<file path="src/rtl/rwt_dac_sched_pkg.sv">
// Shared types and constants for the DAC timed-transmit scheduler.
package rwt_dac_sched_pkg;

  typedef enum logic [1:0] {
    ST_IDLE  = 2'd0,
    ST_WAIT  = 2'd1,
    ST_BURST = 2'd2,
    ST_DROP  = 2'd3
  } sched_state_t;

  localparam logic [6:0]  TAG_TX_TIME_DEFAULT = 7'h01;
  localparam int unsigned CNT_WIDTH           = 32;

endpackage

</file>
<file path="src/rtl/rwt_dac_sched_timer.sv">
// Free-running DAC sample-time counter: +1 per strobe, wraps, load wins.
module rwt_dac_sched_timer #(
  parameter int unsigned TIME_WIDTH = 64
) (
  input  logic                  dac_clk,
  input  logic                  dac_rst,
  input  logic                  dac_strobe,
  input  logic                  time_load,
  input  logic [TIME_WIDTH-1:0] time_value,
  output logic [TIME_WIDTH-1:0] sample_time
);

  // Sample-time register; the load value appears the cycle after the pulse.
  always_ff @(posedge dac_clk) begin
    if (dac_rst) begin
      sample_time <= '0;
    end else if (time_load) begin
      sample_time <= time_value;
    end else if (dac_strobe) begin
      sample_time <= sample_time + 1'b1;
    end
  end

endmodule

</file>
<file path="src/rtl/rwt_dac_burst_sched.sv">
// Timed-transmit burst scheduler in the DAC clock domain.
// Optional statistics counters: define RWT_DAC_SCHED_STATS_EN.
module rwt_dac_burst_sched
  import rwt_dac_sched_pkg::*;
#(
  parameter int unsigned TIME_WIDTH  = 64,
  parameter logic [6:0]  TAG_TX_TIME = TAG_TX_TIME_DEFAULT
) (
  input  logic                  dac_clk,
  input  logic                  dac_rst,
  input  logic                  dac_strobe,
  input  logic                  s_valid,
  output logic                  s_ready,
  input  logic [63:0]           s_data,
  input  logic                  s_tag_valid,
  input  logic [6:0]            s_tag_type,
  input  logic                  s_last,
  input  logic                  cfg_enable,
  input  logic                  cfg_drop_late,
  input  logic                  cfg_timed_only,
  input  logic                  cfg_time_load,
  input  logic [TIME_WIDTH-1:0] cfg_time_value,
  output logic [TIME_WIDTH-1:0] sample_time,
  output logic [63:0]           dac_data_out,
  output logic                  busy,
  output logic                  underflow,
  output logic                  late,
  output logic                  proto_err,
  output logic [CNT_WIDTH-1:0]  underflow_count,
  output logic [CNT_WIDTH-1:0]  late_count,
  output logic [CNT_WIDTH-1:0]  burst_count
);

  sched_state_t          state, state_nxt;
  logic [TIME_WIDTH-1:0] start_time;
  logic                  start_ld;
  logic                  emit;
  logic                  evt_uf, evt_late, evt_perr;
  logic                  tag_tx;

  rwt_dac_sched_timer #(.TIME_WIDTH(TIME_WIDTH)) u_timer (
    .dac_clk     (dac_clk),
    .dac_rst     (dac_rst),
    .dac_strobe  (dac_strobe),
    .time_load   (cfg_time_load),
    .time_value  (cfg_time_value),
    .sample_time (sample_time)
  );

  assign tag_tx = s_tag_valid && (s_tag_type == TAG_TX_TIME);
  assign busy   = (state != ST_IDLE);

  // Next state, handshake and event decode.
  always_comb begin
    state_nxt = state;
    s_ready   = 1'b0;
    start_ld  = 1'b0;
    emit      = 1'b0;
    evt_uf    = 1'b0;
    evt_late  = 1'b0;
    evt_perr  = 1'b0;
    if (!cfg_enable) begin
      state_nxt = ST_IDLE;
    end else begin
      case (state)
        ST_IDLE: begin
          s_ready = (s_tag_valid || cfg_timed_only) ? 1'b1 : dac_strobe;
          if (s_valid && s_ready) begin
            if (s_tag_valid) begin
              if (tag_tx) begin
                start_ld  = 1'b1;
                state_nxt = ST_WAIT;
              end
            end else if (cfg_timed_only) begin
              evt_perr = 1'b1;
            end else begin
              emit = 1'b1;
              if (!s_last) state_nxt = ST_BURST;
            end
          end
        end
        ST_WAIT: begin
          // The matching strobe is already the first burst slot.
          if (dac_strobe && (sample_time == start_time)) begin
            s_ready = 1'b1;
            if (s_valid && s_tag_valid) begin
              evt_perr  = 1'b1;
              state_nxt = ST_IDLE;
            end else if (s_valid) begin
              emit      = 1'b1;
              state_nxt = s_last ? ST_IDLE : ST_BURST;
            end else begin
              evt_uf    = 1'b1;
              state_nxt = ST_BURST;
            end
          end else if (sample_time > start_time) begin
            evt_late  = 1'b1;
            state_nxt = cfg_drop_late ? ST_DROP : ST_BURST;
          end
        end
        ST_BURST: begin
          s_ready = s_tag_valid ? 1'b1 : dac_strobe;
          if (s_valid && s_tag_valid) begin
            evt_perr  = 1'b1;
            state_nxt = ST_IDLE;
          end else if (dac_strobe) begin
            if (s_valid) begin
              emit = 1'b1;
              if (s_last) state_nxt = ST_IDLE;
            end else begin
              evt_uf = 1'b1;
            end
          end
        end
        ST_DROP: begin
          s_ready = 1'b1;
          if (s_valid && s_last) state_nxt = ST_IDLE;
        end
        default: state_nxt = ST_IDLE;
      endcase
    end
  end

  // State register.
  always_ff @(posedge dac_clk) begin
    if (dac_rst) state <= ST_IDLE;
    else         state <= state_nxt;
  end

  // Start-time latch, loaded from an accepted TX_TIME tag.
  always_ff @(posedge dac_clk) begin
    if (dac_rst)       start_time <= '0;
    else if (start_ld) start_time <= s_data[TIME_WIDTH-1:0];
  end

  // DAC data register: every strobe writes either the released beat or zero.
  always_ff @(posedge dac_clk) begin
    if (dac_rst)         dac_data_out <= '0;
    else if (dac_strobe) dac_data_out <= emit ? s_data : '0;
  end

  // One-cycle status pulses.
  always_ff @(posedge dac_clk) begin
    if (dac_rst) begin
      underflow <= 1'b0;
      late      <= 1'b0;
      proto_err <= 1'b0;
    end else begin
      underflow <= evt_uf;
      late      <= evt_late;
      proto_err <= evt_perr;
    end
  end

`ifdef RWT_DAC_SCHED_STATS_EN
  logic burst_entry;
  assign burst_entry = (state_nxt == ST_BURST) && (state != ST_BURST);

  // Saturating statistics counters.
  always_ff @(posedge dac_clk) begin
    if (dac_rst) begin
      underflow_count <= '0;
      late_count      <= '0;
      burst_count     <= '0;
    end else begin
      if (evt_uf && (underflow_count != '1))  underflow_count <= underflow_count + 1'b1;
      if (evt_late && (late_count != '1))     late_count      <= late_count + 1'b1;
      if (burst_entry && (burst_count != '1)) burst_count     <= burst_count + 1'b1;
    end
  end
`else
  assign underflow_count = '0;
  assign late_count      = '0;
  assign burst_count     = '0;
`endif

endmodule

</file>
<file path="config.mk">
export PLATFORM = sky130hd
export DESIGN_NAME = rwt_dac_burst_sched
export DESIGN_NICKNAME = d
export VERILOG_FILES = /design/src/rtl/rwt_dac_sched_pkg.sv /design/src/rtl/rwt_dac_sched_timer.sv /design/src/rtl/rwt_dac_burst_sched.sv
export SDC_FILE = /design/constraint.sdc
export NUM_CORES = 1
export LEC_CHECK = 0
export ABC_AREA = 0
export CAP_MARGIN = 30
export CORE_ASPECT_RATIO = 0.5
export CORE_UTILIZATION = 32
export DETAILED_ROUTE_END_ITERATION = 10
export PLACE_DENSITY_LB_ADDON = 0.1
export SYNTH_ARGS = -nofsm -noshare
export SYNTH_HDL_FRONTEND = slang
export SYNTH_HIERARCHICAL = 1
export SYNTH_SLANG_ARGS = --single-unit
</file>
<file path="constraint.sdc">
create_clock -name dac_clk -period 2.95 [get_ports dac_clk]
set_input_delay 0.59 -clock dac_clk [delete_from_list [all_inputs] [get_ports dac_clk]]
set_output_delay 0.59 -clock dac_clk [all_outputs]
set_load 0.005 [all_outputs]
</file>
# --- Yosys cells after proc, flatten, opt, wreduce, memory -nomap -nowiden ---
# Cells that the tools add are included.
op_classes:
  addsub: 1
  mul: 0
  div: 0
  magnitude_cmp: 1
  n_eq_ne: 14
  n_shift: 0
  mux: 53
  bitwise: 2
  reduce_logical: 12
op_table:
  columns: ["operator", "n"]
  rows:
  - ["$mux 64", 3]
  - ["$add 64x1->64 const B", 1]
  - ["$eq 64x64->1", 1]
  - ["$gt 64x64->1", 1]
  - ["$mux 1", 30]
  - ["$mux 2", 15]
  - ["$ne 3x3->1 const B", 7]
  - ["$reduce_and 9->1", 1]
  - ["$pmux 2 s4", 1]
  - ["$eq 7x1->1 const B", 1]
  - ["$pmux 1 s3", 2]
  - ["$logic_and 1x1->1", 5]
  - ["$eq 2x2->1 const B", 2]
  - ["$ne 2x2->1 const B", 2]
  - ["$pmux 1 s4", 1]
  - ["$reduce_bool 2->1", 2]
  - ["$reduce_or 4->1", 1]
  - ["$eq 2x1->1 const B", 1]
  - ["$logic_not 2->1", 1]
  - ["$not 1->1", 2]
  - ["$pmux 1 s2", 1]
  - ["$reduce_or 2->1", 1]
  - ["$logic_or 1x1->1", 1]
totals:
  regBits: 197
  latch_bits: 0
  ram_bits: 0
  romBits: 0
  in_bits: 145
  output_inout_bits: 229
  mem_count: 0

# --- Depth between registers and ports, before layout ---
# Gate-level depths: netlist (run 1).
logic_depth:
  depth_word: 7
  mapped_depth: 10
  depth_no_buf: 9

# --- Cells and area by module ---
# Netlist (run 1), hierarchy kept.
by_module_without_submodules:
  columns: ["module", "n_inst", "cells_per_inst", "area_per_inst_um2", "seq_area_each_um2"]
  rows:
  - ["rwt_dac_burst_sched", 1, 819, 7019.2, 2662.6]
  - ["rwt_dac_sched_timer", 1, 480, 3764.9, 1281.2]

# --- Least setup slack after synthesis (run 1) ---
# Ideal clock, no wire load.
synth_timing:
  path_kind: "input to register"
  startpoint: "input dac_strobe"
  endpoint: "register u_timer.sample_time[55]"
  setup_ns: 0.091
  arrival_time_ns: 2.774
  path_slack_ns: 0.085
  path_stages: 7
  path_buffers: 2
  path_cell_list: "buf_2 nand3_1 or4_4 buf_6 or4_4 or4b_1 a311oi_1"
synth_via:
  elab_chain_len: 1
synth_rtl:
  columns: ["element", "line", "text"]
  rows:
  - ["start, declared", "rwt_dac_burst_sched.sv:11", "input logic dac_strobe,"]
  - ["$reduce_bool 2->1 (no line)", null, null]
  - ["end signal, assigned", "rwt_dac_sched_timer.sv:18", "sample_time <= time_value;"]
  - ["end signal, assigned", "rwt_dac_sched_timer.sv:20", "sample_time <= sample_time + 1'b1;"]
  - ["end, declared", "rwt_dac_sched_timer.sv:10", "output logic [TIME_WIDTH-1:0] sample_time"]
# No other way between the ends.
# A chain may end at the register's enable or synchronous reset.

# --- Worst setup path in the final report (run 1) ---
layout_timing:
  startpoint: "register start_time[31]"
  endpoint: "output s_ready"
layout_via:
  elab_chain_len: 5
layout_rtl:
  columns: ["element", "line", "text"]
  rows:
  - ["start, declared", "rwt_dac_burst_sched.sv:35", "logic [TIME_WIDTH-1:0] start_time;"]
  - ["start signal, assigned", "rwt_dac_burst_sched.sv:133", "else if (start_ld) start_time <= s_data[TIME_WIDTH-1:0];"]
  - ["$eq 64x64->1", "rwt_dac_burst_sched.sv:84", "if (dac_strobe && (sample_time == start_time)) begin"]
  - ["$logic_and 1x1->1", "rwt_dac_burst_sched.sv:84", null]
  - ["$mux 1", "rwt_dac_burst_sched.sv:84", null]
  - ["$pmux 1 s4", "rwt_dac_burst_sched.sv:65", "case (state)"]
  - ["$mux 1", "rwt_dac_burst_sched.sv:62", "if (!cfg_enable) begin"]
  - ["end, declared", "rwt_dac_burst_sched.sv:13", "output logic s_ready,"]
# No other way between the ends.

==> impl_metrics.py, run 1 <==
metrics = {
    "pwr": {
        "vdd_drop_max_mv": 0.377,
        "leakage_uw": 0.00582,
        "power_uw": 6380,
        "power-per-cell-area_mw_per_mm2": 410,
        "power.internal_uw": 4540,
        "seqPwrFrac_pct": 43.7,
        "p_comb_share_pct": 18.4,
        "switchingPower_uw": 1840,
        "switching_share_pct": 28.8,
        "clkPwrFrac_pct": 37.9,
    },
    "sta": {
        "fin_hold_ws_ps": 454,
        "finalWorstSetupSlack_ps": -130,
        "finClkSkew_ps": 11.7,
        "fin_crit_ps": 3080,
        "relSlewSlack_pct": 54.3,
        "fin_crit_sh_pct": 104,
        "rsz0062_at_grt": "true",
        "tightest_slew_ps": 685,
        "max_freq_ghz": 0.325,
        "setup_viol": 1,
        "maxSlewViolCount": 0,
        "hold_viol_final": 0,
    },
    "run_status": {
        "violations": "setup timing",
        "outcome": "complete, but fails checks",
    },
    "logic_synthesis": {
        "ys_top_cells_by_count": "197 x dfxtp_1, 193 x nand2_1, 110 x a21oi_1, 96 x buf_4, 88 x inv_1",
        "synth_edf_count": 0,
        "synthTopCellsByArea": "dfxtp_1 37%, ha_1 8.1%, nand2_1 6.7%",
        "synth_top_cell_by_area": "dfxtp_1",
        "ys_ff_latch": 197,
        "ys.flop_type": "dfxtp_1",
        "syn_inst": 1299,
        "ys_async_sr_fraction_pct": 0,
        "seq_area_frac_synth_pct": 36.6,
        "synth_top_area_share_pct": 36.6,
        "yosys_warnings": 6,
        "yosysMostFrequentCell": "dfxtp_1",
        "synth_cell_types": 63,
        "synth_area_mm2": 0.0108,
        "avgSynthCellArea_um2": 8.30,
    },
    "clock_network": {
        "cts_root_buf": "clkbuf_16",
        "cts_max_path_buffers": 2,
        "cts_sinks": 197,
        "numCtsBuffers": 17,
        "cts_tree": "yes",
        "clk_pin_slew_ps": 80,
        "htreeDepth": 4,
        "ctsHoldBuffers": 0,
        "clk_latency_ps": 460,
    },
    "setup_path": {
        "start_kind": "flop",
        "endpoint_kind": "output pin",
        "path_cells": "inv_1 > ha_1 > nand4_1 > nor4_4 > nand4_4 > nor3_4 > o21ai_2 > a21oi_2 > buf_2",
        "reg2regPathDepth": 13,
        "crit_arrival_ps": 2490,
        "slowest_delay_ps": 380,
        "path_class": "flop to output pin",
        "crit_required_ps": 2360,
        "slowest_stage": "nor4_4",
        "crit_path_max_fanout": 3,
    },
    "place": {
        "gp_congestion": 0.898,
        "detailedPlacementHpwl_mm": 28.3,
        "io_buffers": 277,
    },
    "min_path": {
        "hold_depth": 2,
        "hold_class": "flop to flop",
    },
    "floorplan": {
        "chipHeight_um": 132,
        "start_util_pct": 32.6,
        "io_pins": 374,
        "design.die.area_mm2": 0.0345,
        "design.core.area_mm2": 0.0331,
        "die_w_um": 262,
        "rows": 47,
    },
    "routing": {
        "vias_per_cell": 4.97,
        "routedWlPerCell_um": 18.0,
        "wl_mm": 38.4,
        "vias": 10600,
        "drc": 0,
        "antenna_left": 0,
        "drt-initial-drc-count": 606,
        "drt-pass1-iter-count": 6,
    },
    "grt": {
        "grt_start_max_net_pins": 136,
        "grt_pass1_wl_mm": 58.5,
        "track_usage_pct": 22.0,
        "antenna_found_initial": 2,
        "grt_pass1_vias": 10200,
        "grt.overflow.total": 0,
    },
    "cells_and_area": {
        "fin_util_pct": 46.9,
        "drive_gt1_share_pct": 14.9,
        "nets": 1890,
        "areaGrowthSynthToFinish_pct": 44.1,
    },
    "run": {
        "cap_viol_max_count": 0,
    },
}
-- per-stage QoR --
step	worst slack, ps	area, µm²	setup TNS [ps]	std cells
after floorplan	84.7	11100	0	1394
after global placement	-259	14500	-2220	2082
after detailed placement	-277	14500	-2620	2082
after CTS	-243	15400	-1820	2127
after global routing	-243	15500	-299	2130
final	-130	15500	-130	2130
-- repair_timing --
| action | 4_1_cts | 5_1_grt |
|---|---|---|
| pin swaps | 34 | 21 |
| endpoints found under the hold margin | 0 | 0 |
| buffers inserted | 10 | 4 |
| gates cloned | 4 | 1 |
| endpoints found under the setup margin | 27 | 65 |
| gates resized for setup | 37 | 36 |
-- routing by layer --
metal | wire (µm) | global-route usage [%] | up-vias
li1 | - | - | 5163
met5 | 0 | 0 | -
met4 | 412 | 5.20 | 0
met3 | 1390 | 3.36 | 26
met2 | 18000 | 35.7 | 255
met1 | 18600 | 30.6 | 5144
-- area by class of cell --
cell class              instances  area [µm²]
well taps                     441         552
multi-input cells             947        6050
clock inverters                15         168
diodes                          1        2.50
fillers                      3240       17600
inverters                      89         334
flip-flops and latches        197        3980
clock buffers                  17         425
repair buffers                423        4040
-- kinds of logic after synthesis --
logic type / share of synthesized area (%)
AO/OA/AOI/OAI: 18.3
adder cells (fa/ha/maj): 8.12
XOR/XNOR: 3.00
AND/OR/NAND/NOR: 20.7
other: 0.0348
buffers and inverters: 12.6
flip-flops: 36.6
multiplexers: 0.754
-- sequential cells by signal, summed over array words and instances (netlist names) --
register	flops
state	2
late	1
start_time	64
proto_err	1
u_timer/sample_time	64
dac_data_out	64
underflow	1
-- critical path: cells and delay by family (launching register included) --
kind                     cells  cell delay [ps]
AO/OA/AOI/OAI                2              240
adder cells (fa/ha/maj)      1              290
buffers and inverters        2              170
AND/OR/NAND/NOR              4             1000
flip-flops                   1              330
-- final timing paths --
path / from / end / slack [ps]
worst max register to register: start_time[31] / dac_data_out[61] / 90
worst min-delay path: start_time[29] / start_time[29] / 450
worst max-delay path: start_time[31] / s_ready / -130
worst min register to register: start_time[29] / start_time[29] / 450
-- power by group through the flow --
stage	logic [µW]	registers [µW]	clock network [µW]
2_1_floorplan	498	2880	0
3_3_place_gp	1110	2840	0
3_5_place_dp	1130	2840	0
4_1_cts	1160	2780	2480
5_1_grt	1280	2790	2590
6_report	1170	2780	2420
-- cells in the final DEF (no fill, tap or decap), types with 4 or more instances in the layout --
cell / count
clkdlybuf4s50_1: 275
nand2_1: 193
dfxtp_1: 172
buf_4: 132
a21oi_1: 109
conb_1: 96
inv_1: 81
nor2_1: 68
a22o_1: 60
ha_1: 59
nand4_1: 33
a211oi_1: 30
nand3_1: 29
o21ai_0: 26
dfxtp_2: 25
nor4_1: 21
xnor2_1: 21
nor3_1: 20
a311oi_1: 20
clkbuf_16: 18
xor2_1: 16
or3_1: 14
and4_1: 13
ha_4: 11
o31ai_1: 10
inv_2: 8
and3_1: 8
or4_1: 8
mux2i_1: 7
nor2b_1: 6
buf_12: 6
inv_6: 5
and2_1: 4
a22o_2: 4
Power figures use the tool's default switching activity.
==> run 2: changes to the inputs <==
- clock period: 2.95 -> 3.2 ns (I/O delays scaled with it)
==> run 2 against run 1 <==
Compared with the run above: sequential power fell by 7.9%; combinational power shrank 12%; worst hold slack better by 2.1 ps; critical endpoint unchanged; the run now ends clean; clock skew grew 1.0 ps.
==> impl_metrics.py, run 2 (synthesis gave the netlist of run 1 again) <==
metrics = {
    "run_status": {
        "outcome": "completed",
    },
    "clock_network": {
        "htreeDepth": 4,
        "numCtsBuffers": 17,
        "cts_sinks": 197,
        "cts_max_path_buffers": 2,
        "cts_tree": "yes",
        "clk_latency_ps": 460,
        "clk_pin_slew_ps": 80,
        "cts_root_buf": "clkbuf_16",
    },
    "cells_and_area": {
        "drive_gt1_share_pct": 11.0,
        "nets": 1850,
        "fill_cells": 3323,
        "layout_common_cells": "275 x clkdlybuf4s50_1, 193 x nand2_1, 190 x dfxtp_1",
        "areaGrowthSynthToFinish_pct": 38.8,
        "final_common_cell": "clkdlybuf4s50_1",
        "reg_top3": "dac_data_out: 64 flops, start_time: 64 flops, u_timer/sample_time: 64 flops",
    },
    "setup_path": {
        "start_kind": "flop",
        "regToRegSetupSlack_ps": 240,
        "reg2regPathDepth": 13,
        "endpoint_kind": "output pin",
        "startpoint": "start_time[33]",
        "crit_arrival_ps": 2500,
        "crit_required_ps": 2560,
        "crit_path_end": "s_ready",
        "path_class": "flop to output pin",
        "rr_startpoint": "start_time[33]",
        "crit_path_max_fanout": 2,
        "regToRegEndpoint": "dac_data_out[32]",
    },
    "routing": {
        "routedWlPerCell_um": 17.7,
        "wl_mm": 36.9,
        "antenna_left": 0,
        "vias": 10300,
        "drc": 0,
        "drt-initial-drc-count": 513,
        "vias_per_cell": 4.95,
        "drt-pass1-iter-count": 4,
    },
    "sta": {
        "finClkSkew_ps": 12.7,
        "fin_crit_ps": 3140,
        "fin_crit_sh_pct": 98.2,
        "maxSlewViolCount": 0,
        "max_freq_ghz": 0.318,
        "hold_viol_final": 0,
        "tightest_slew_ps": 785,
        "setup_viol": 0,
        "rsz0062_at_grt": "true",
        "fin_hold_ws_ps": 456,
        "finalSetupTns_ps": 0,
        "relSlewSlack_pct": 47.7,
    },
    "run": {
        "cap_viol_max_count": 0,
    },
    "pwr": {
        "vdd_drop_max_mv": 0.346,
        "leakage_uw": 0.00557,
        "power_uw": 5790,
        "power-per-cell-area_mw_per_mm2": 387,
    },
    "floorplan": {
        "chipHeight_um": 132,
        "io_pins": 374,
        "start_util_pct": 32.6,
        "design.core.area_mm2": 0.0331,
        "die_w_um": 262,
        "rows": 47,
        "design.die.area_mm2": 0.0345,
    },
    "place": {
        "io_buffers": 277,
        "detailedPlacementHpwl_mm": 28.3,
        "gp_congestion": 0.899,
    },
    "grt": {
        "grt_pass1_vias": 9995,
        "grt.overflow.total": 0,
        "antenna_found_initial": 1,
        "track_usage_pct": 21.3,
        "grt_pass1_wl_mm": 56.6,
        "grt_start_max_net_pins": 114,
    },
    "min_path": {
        "hold_class": "flop to flop",
    },
}
run 2: cell types whose count changed in the layout (fill, tap and decap cells not counted), sizes merged:
| cell | previous run | this run |
|---|---|---|
| buf | 147 | 108 |
| clkinv | 6 | 4 |
| clkinvlp | 1 | 2 |
run 2: how the worst min path moves through the flow:
| stage | from | end | slack (ps) | depth (start not counted) |
|---|---|---|---|---|
| floorplan | start_time[10] | start_time[10] | 440 | 2 |
| global placement | start_time[43] | start_time[43] | 450 | 2 |
| detailed placement | start_time[28] | start_time[28] | 450 | 2 |
| CTS | start_time[28] | start_time[28] | 460 | 2 |
| global route | start_time[33] | start_time[33] | 470 | 2 |
| finish | start_time[28] | start_time[28] | 460 | 2 |
run 2: stage by stage:
step | cell area, µm² | cells | setup slack, ps | util [%]
CTS | 14900 | 2088 | -9.94 | 45.1
detailed placement | 14200 | 2052 | -170 | 43.0
floorplan | 11100 | 1394 | 285 | -
finish | 15000 | 2090 | 57.4 | 45.2
global placement | 14200 | 2052 | -143 | 43.0
global route | 15000 | 2090 | -55.2 | 45.2
run 2: final cells by class:
type	count	area [µm²]	area share [%]
Antenna cell	1	2.50	0.0167
Clock buffer	18	439	2.94
Clock inverter	14	136	0.911
Inverter	89	334	2.23
Multi-Input combinational cell	947	5940	39.7
Sequential cell	197	3950	26.4
Tap cell	441	552	3.69
Timing Repair Buffer	383	3600	24.1
run 2: critical path, cell delays in order, from the launching register on:
cell     delay (ps)
dfxtp_1         340
inv_1            50
ha_1            280
nand4_1         240
nor4_4          280
buf_6           170
nand4_4         120
nor3_4          170
o21ai_2          90
a21oi_1         150
buf_2           130
run 2: what timing repair did:
item,in CTS,in global routing
setup endpoints to repair,1,1
hold buffers,0,0
resized for setup,24,2
pin swaps,10,4
buffers inserted,4,1
run 2: power breakdown:
group / total, µW / switching (µW) / internal (µW)
logic: 1030 / 511 / 518
registers: 2560 / 47.6 / 2510
clock network: 2200 / 1090 / 1120
run 2: routing by layer:
metal	share of wire, %	GRT usage [%]	vias to the layer above
li1	-	-	5080
met1	47	28.2	4947
met2	47	34.5	287
met3	5.1	4.77	31
met4	1.3	5.85	0
met5	0	0	-
==> run 3: changes to the inputs <==
- CORE_UTILIZATION: 32 -> 40
- SKIP_LAST_GASP: not set -> 1
- clock period: 3.2 -> 4.05 ns (I/O delays scaled with it)
==> run 3 against run 2 <==
Compared with the run above: the flow now finishes with violations (DRC); sequential share of layout area up 1.1 points; clock power down 19%; sequential cell count unchanged; clock skew down 4.7 ps; sequential power down 19%; worst hold slack better by 0.94 ps.
==> impl_metrics.py, run 3 (synthesis gave the netlist of run 1 again) <==
metrics = {
    "routing": {
        "wl_mm": 34.3,
        "drt-initial-drc-count": 707,
        "vias_per_cell": 5.27,
        "drc": 21,
        "antenna_left": 0,
        "drt-pass1-iter-count": 9,
        "vias": 10200,
        "routedWlPerCell_um": 17.7,
    },
    "sta": {
        "maxSlewViolCount": 0,
        "setup_viol": 0,
        "finalSetupTns_ps": 0,
        "max_freq_ghz": 0.281,
        "rsz0062_at_grt": "false",
        "fin_crit_ps": 3560,
        "tightest_slew_ps": 907,
        "finClkSkew_ps": 8.04,
        "hold_viol_final": 0,
        "relSlewSlack_pct": 39.6,
        "fin_crit_sh_pct": 87.8,
    },
    "setup_path": {
        "worst-path-buf-inv": 3,
        "crit_top_cell": "buf_4",
        "critPathTopFamily": "simple AND/OR/NAND/NOR gates",
        "crit_path_max_fanout": 5,
        "crit_arrival_ps": 2750,
        "slowest_delay_ps": 380,
        "path_cells": "ha_1 > nand4_1 > buf_4 > nor4_4 > nand4_2 > buf_4 > nor3_4 > o21ai_1 > a21oi_1 > dlymetal6s2s_1",
        "start_kind": "flop",
        "crit_required_ps": 3240,
        "path_class": "flop to output pin",
        "slowest_stage": "nor4_4",
        "endpoint_kind": "output pin",
    },
    "clock_network": {
        "cts_root_buf": "clkbuf_16",
        "clk_pin_slew_ps": 80,
        "ctsHoldBuffers": 0,
        "htreeDepth": 4,
        "cts_sinks": 197,
        "clk_latency_ps": 460,
        "cts_tree": "yes",
        "numCtsBuffers": 17,
        "cts_max_path_buffers": 2,
    },
    "floorplan": {
        "rows": 42,
        "start_util_pct": 40.8,
        "die_w_um": 234,
        "design.core.area_mm2": 0.0264,
        "io_pins": 374,
        "design.die.area_mm2": 0.0277,
        "chipHeight_um": 118,
    },
    "grt": {
        "grt.overflow.total": 0,
        "grt_pass1_vias": 9558,
        "grt_pass1_wl_mm": 53.0,
        "track_usage_pct": 24.8,
        "grt_start_max_net_pins": 76,
        "antenna_found_initial": 1,
    },
    "pwr": {
        "power_uw": 4550,
        "leakage_uw": 0.00524,
        "vdd_drop_max_mv": 0.294,
        "power-per-cell-area_mw_per_mm2": 317,
    },
    "cells_and_area": {
        "nets": 1789,
        "drive_gt1_share_pct": 7.12,
        "layout_common_cells": "275 x clkdlybuf4s50_1, 193 x nand2_1, 188 x dfxtp_1",
        "areaGrowthSynthToFinish_pct": 33.1,
        "final_cells": 1940,
        "reg_top3": "dac_data_out: 64 flops, start_time: 64 flops, u_timer/sample_time: 64 flops",
        "final_common_cell": "clkdlybuf4s50_1",
    },
    "min_path": {
        "hold_class": "flop to flop",
    },
    "run_status": {
        "outcome": "complete, but fails checks",
        "violations": "DRC",
    },
    "place": {
        "gp_congestion": 0.890,
        "detailedPlacementHpwl_mm": 26.0,
        "io_buffers": 277,
        "dpl.cell_count": 1902,
    },
    "run": {
        "cap_viol_max_count": 0,
    },
}
==> run 3: worst min-delay path: cells and delay by family (launching register included) <==
| kind | cells | cell delay, ps |
|---|---|---|
| AO/OA/AOI/OAI | 1 | 50 |
| AND/OR/NAND/NOR | 1 | 50 |
| flip-flops | 1 | 310 |
==> run 3: final cells by class <==
cell class                 count  area (µm²)
antenna                        1        2.50
clock buffer                  18         429
clock inverter                14         166
fill                        2520       12100
inverter                      89         334
multi-input combinational    947        5900
sequential                   197        3960
tap                          352         440
timing repair buffer         322        3120
==> run 3: through the flow <==
| stage | hold WS, ps | util, % | setup slack, ps | cell area, µm² |
|---|---|---|---|---|
| 2_1_floorplan | 436 | - | 965 | 11100 |
| 3_3_place_gp | 445 | 51.7 | 354 | 13700 |
| 3_5_place_dp | 448 | 51.7 | 289 | 13700 |
| 4_1_cts | 458 | 54.1 | 41.4 | 14300 |
| 5_1_grt | 474 | 54.3 | 365 | 14400 |
| 6_report | 457 | 54.3 | 493 | 14400 |
==> run 3: power breakdown <==
| part | internal [µW] | switching (µW) |
|---|---|---|
| clock | 930 | 846 |
| sequential | 1990 | 78.6 |
| combinational | 366 | 339 |
==> run 3: repair_timing <==
item,in CTS,in global routing
gates resized for setup,4,12
setup endpoints to repair,1,1
pin swaps,3,4
setup buffers,3,2
==> run 3: per-layer routing <==
metal / up-vias / GRT usage (%) / wire length [µm] / share of wire [%]
met1: 4895 / 34.5 / 16100 / 47
met5: - / 0 / 0 / 0
met2: 351 / 38.1 / 15500 / 45
met3: 23 / 6.01 / 2260 / 6.6
li1: 4957 / - / - / -
met4: 0 / 6.21 / 439 / 1.3
==> run 3: path summary, 6_finish.rpt <==
| path | startpoint | cells after the start | endpoint | slack, ps |
|---|---|---|---|---|
| worst max-delay path | u_timer/sample_time[41] | 10 | s_ready | 490 |
| worst min-delay path | start_time[27] | 2 | start_time[27] | 460 |
| worst max register to register | u_timer/sample_time[41] | 11 | dac_data_out[39] | 970 |
| worst min register to register | start_time[27] | 2 | start_time[27] | 460 |
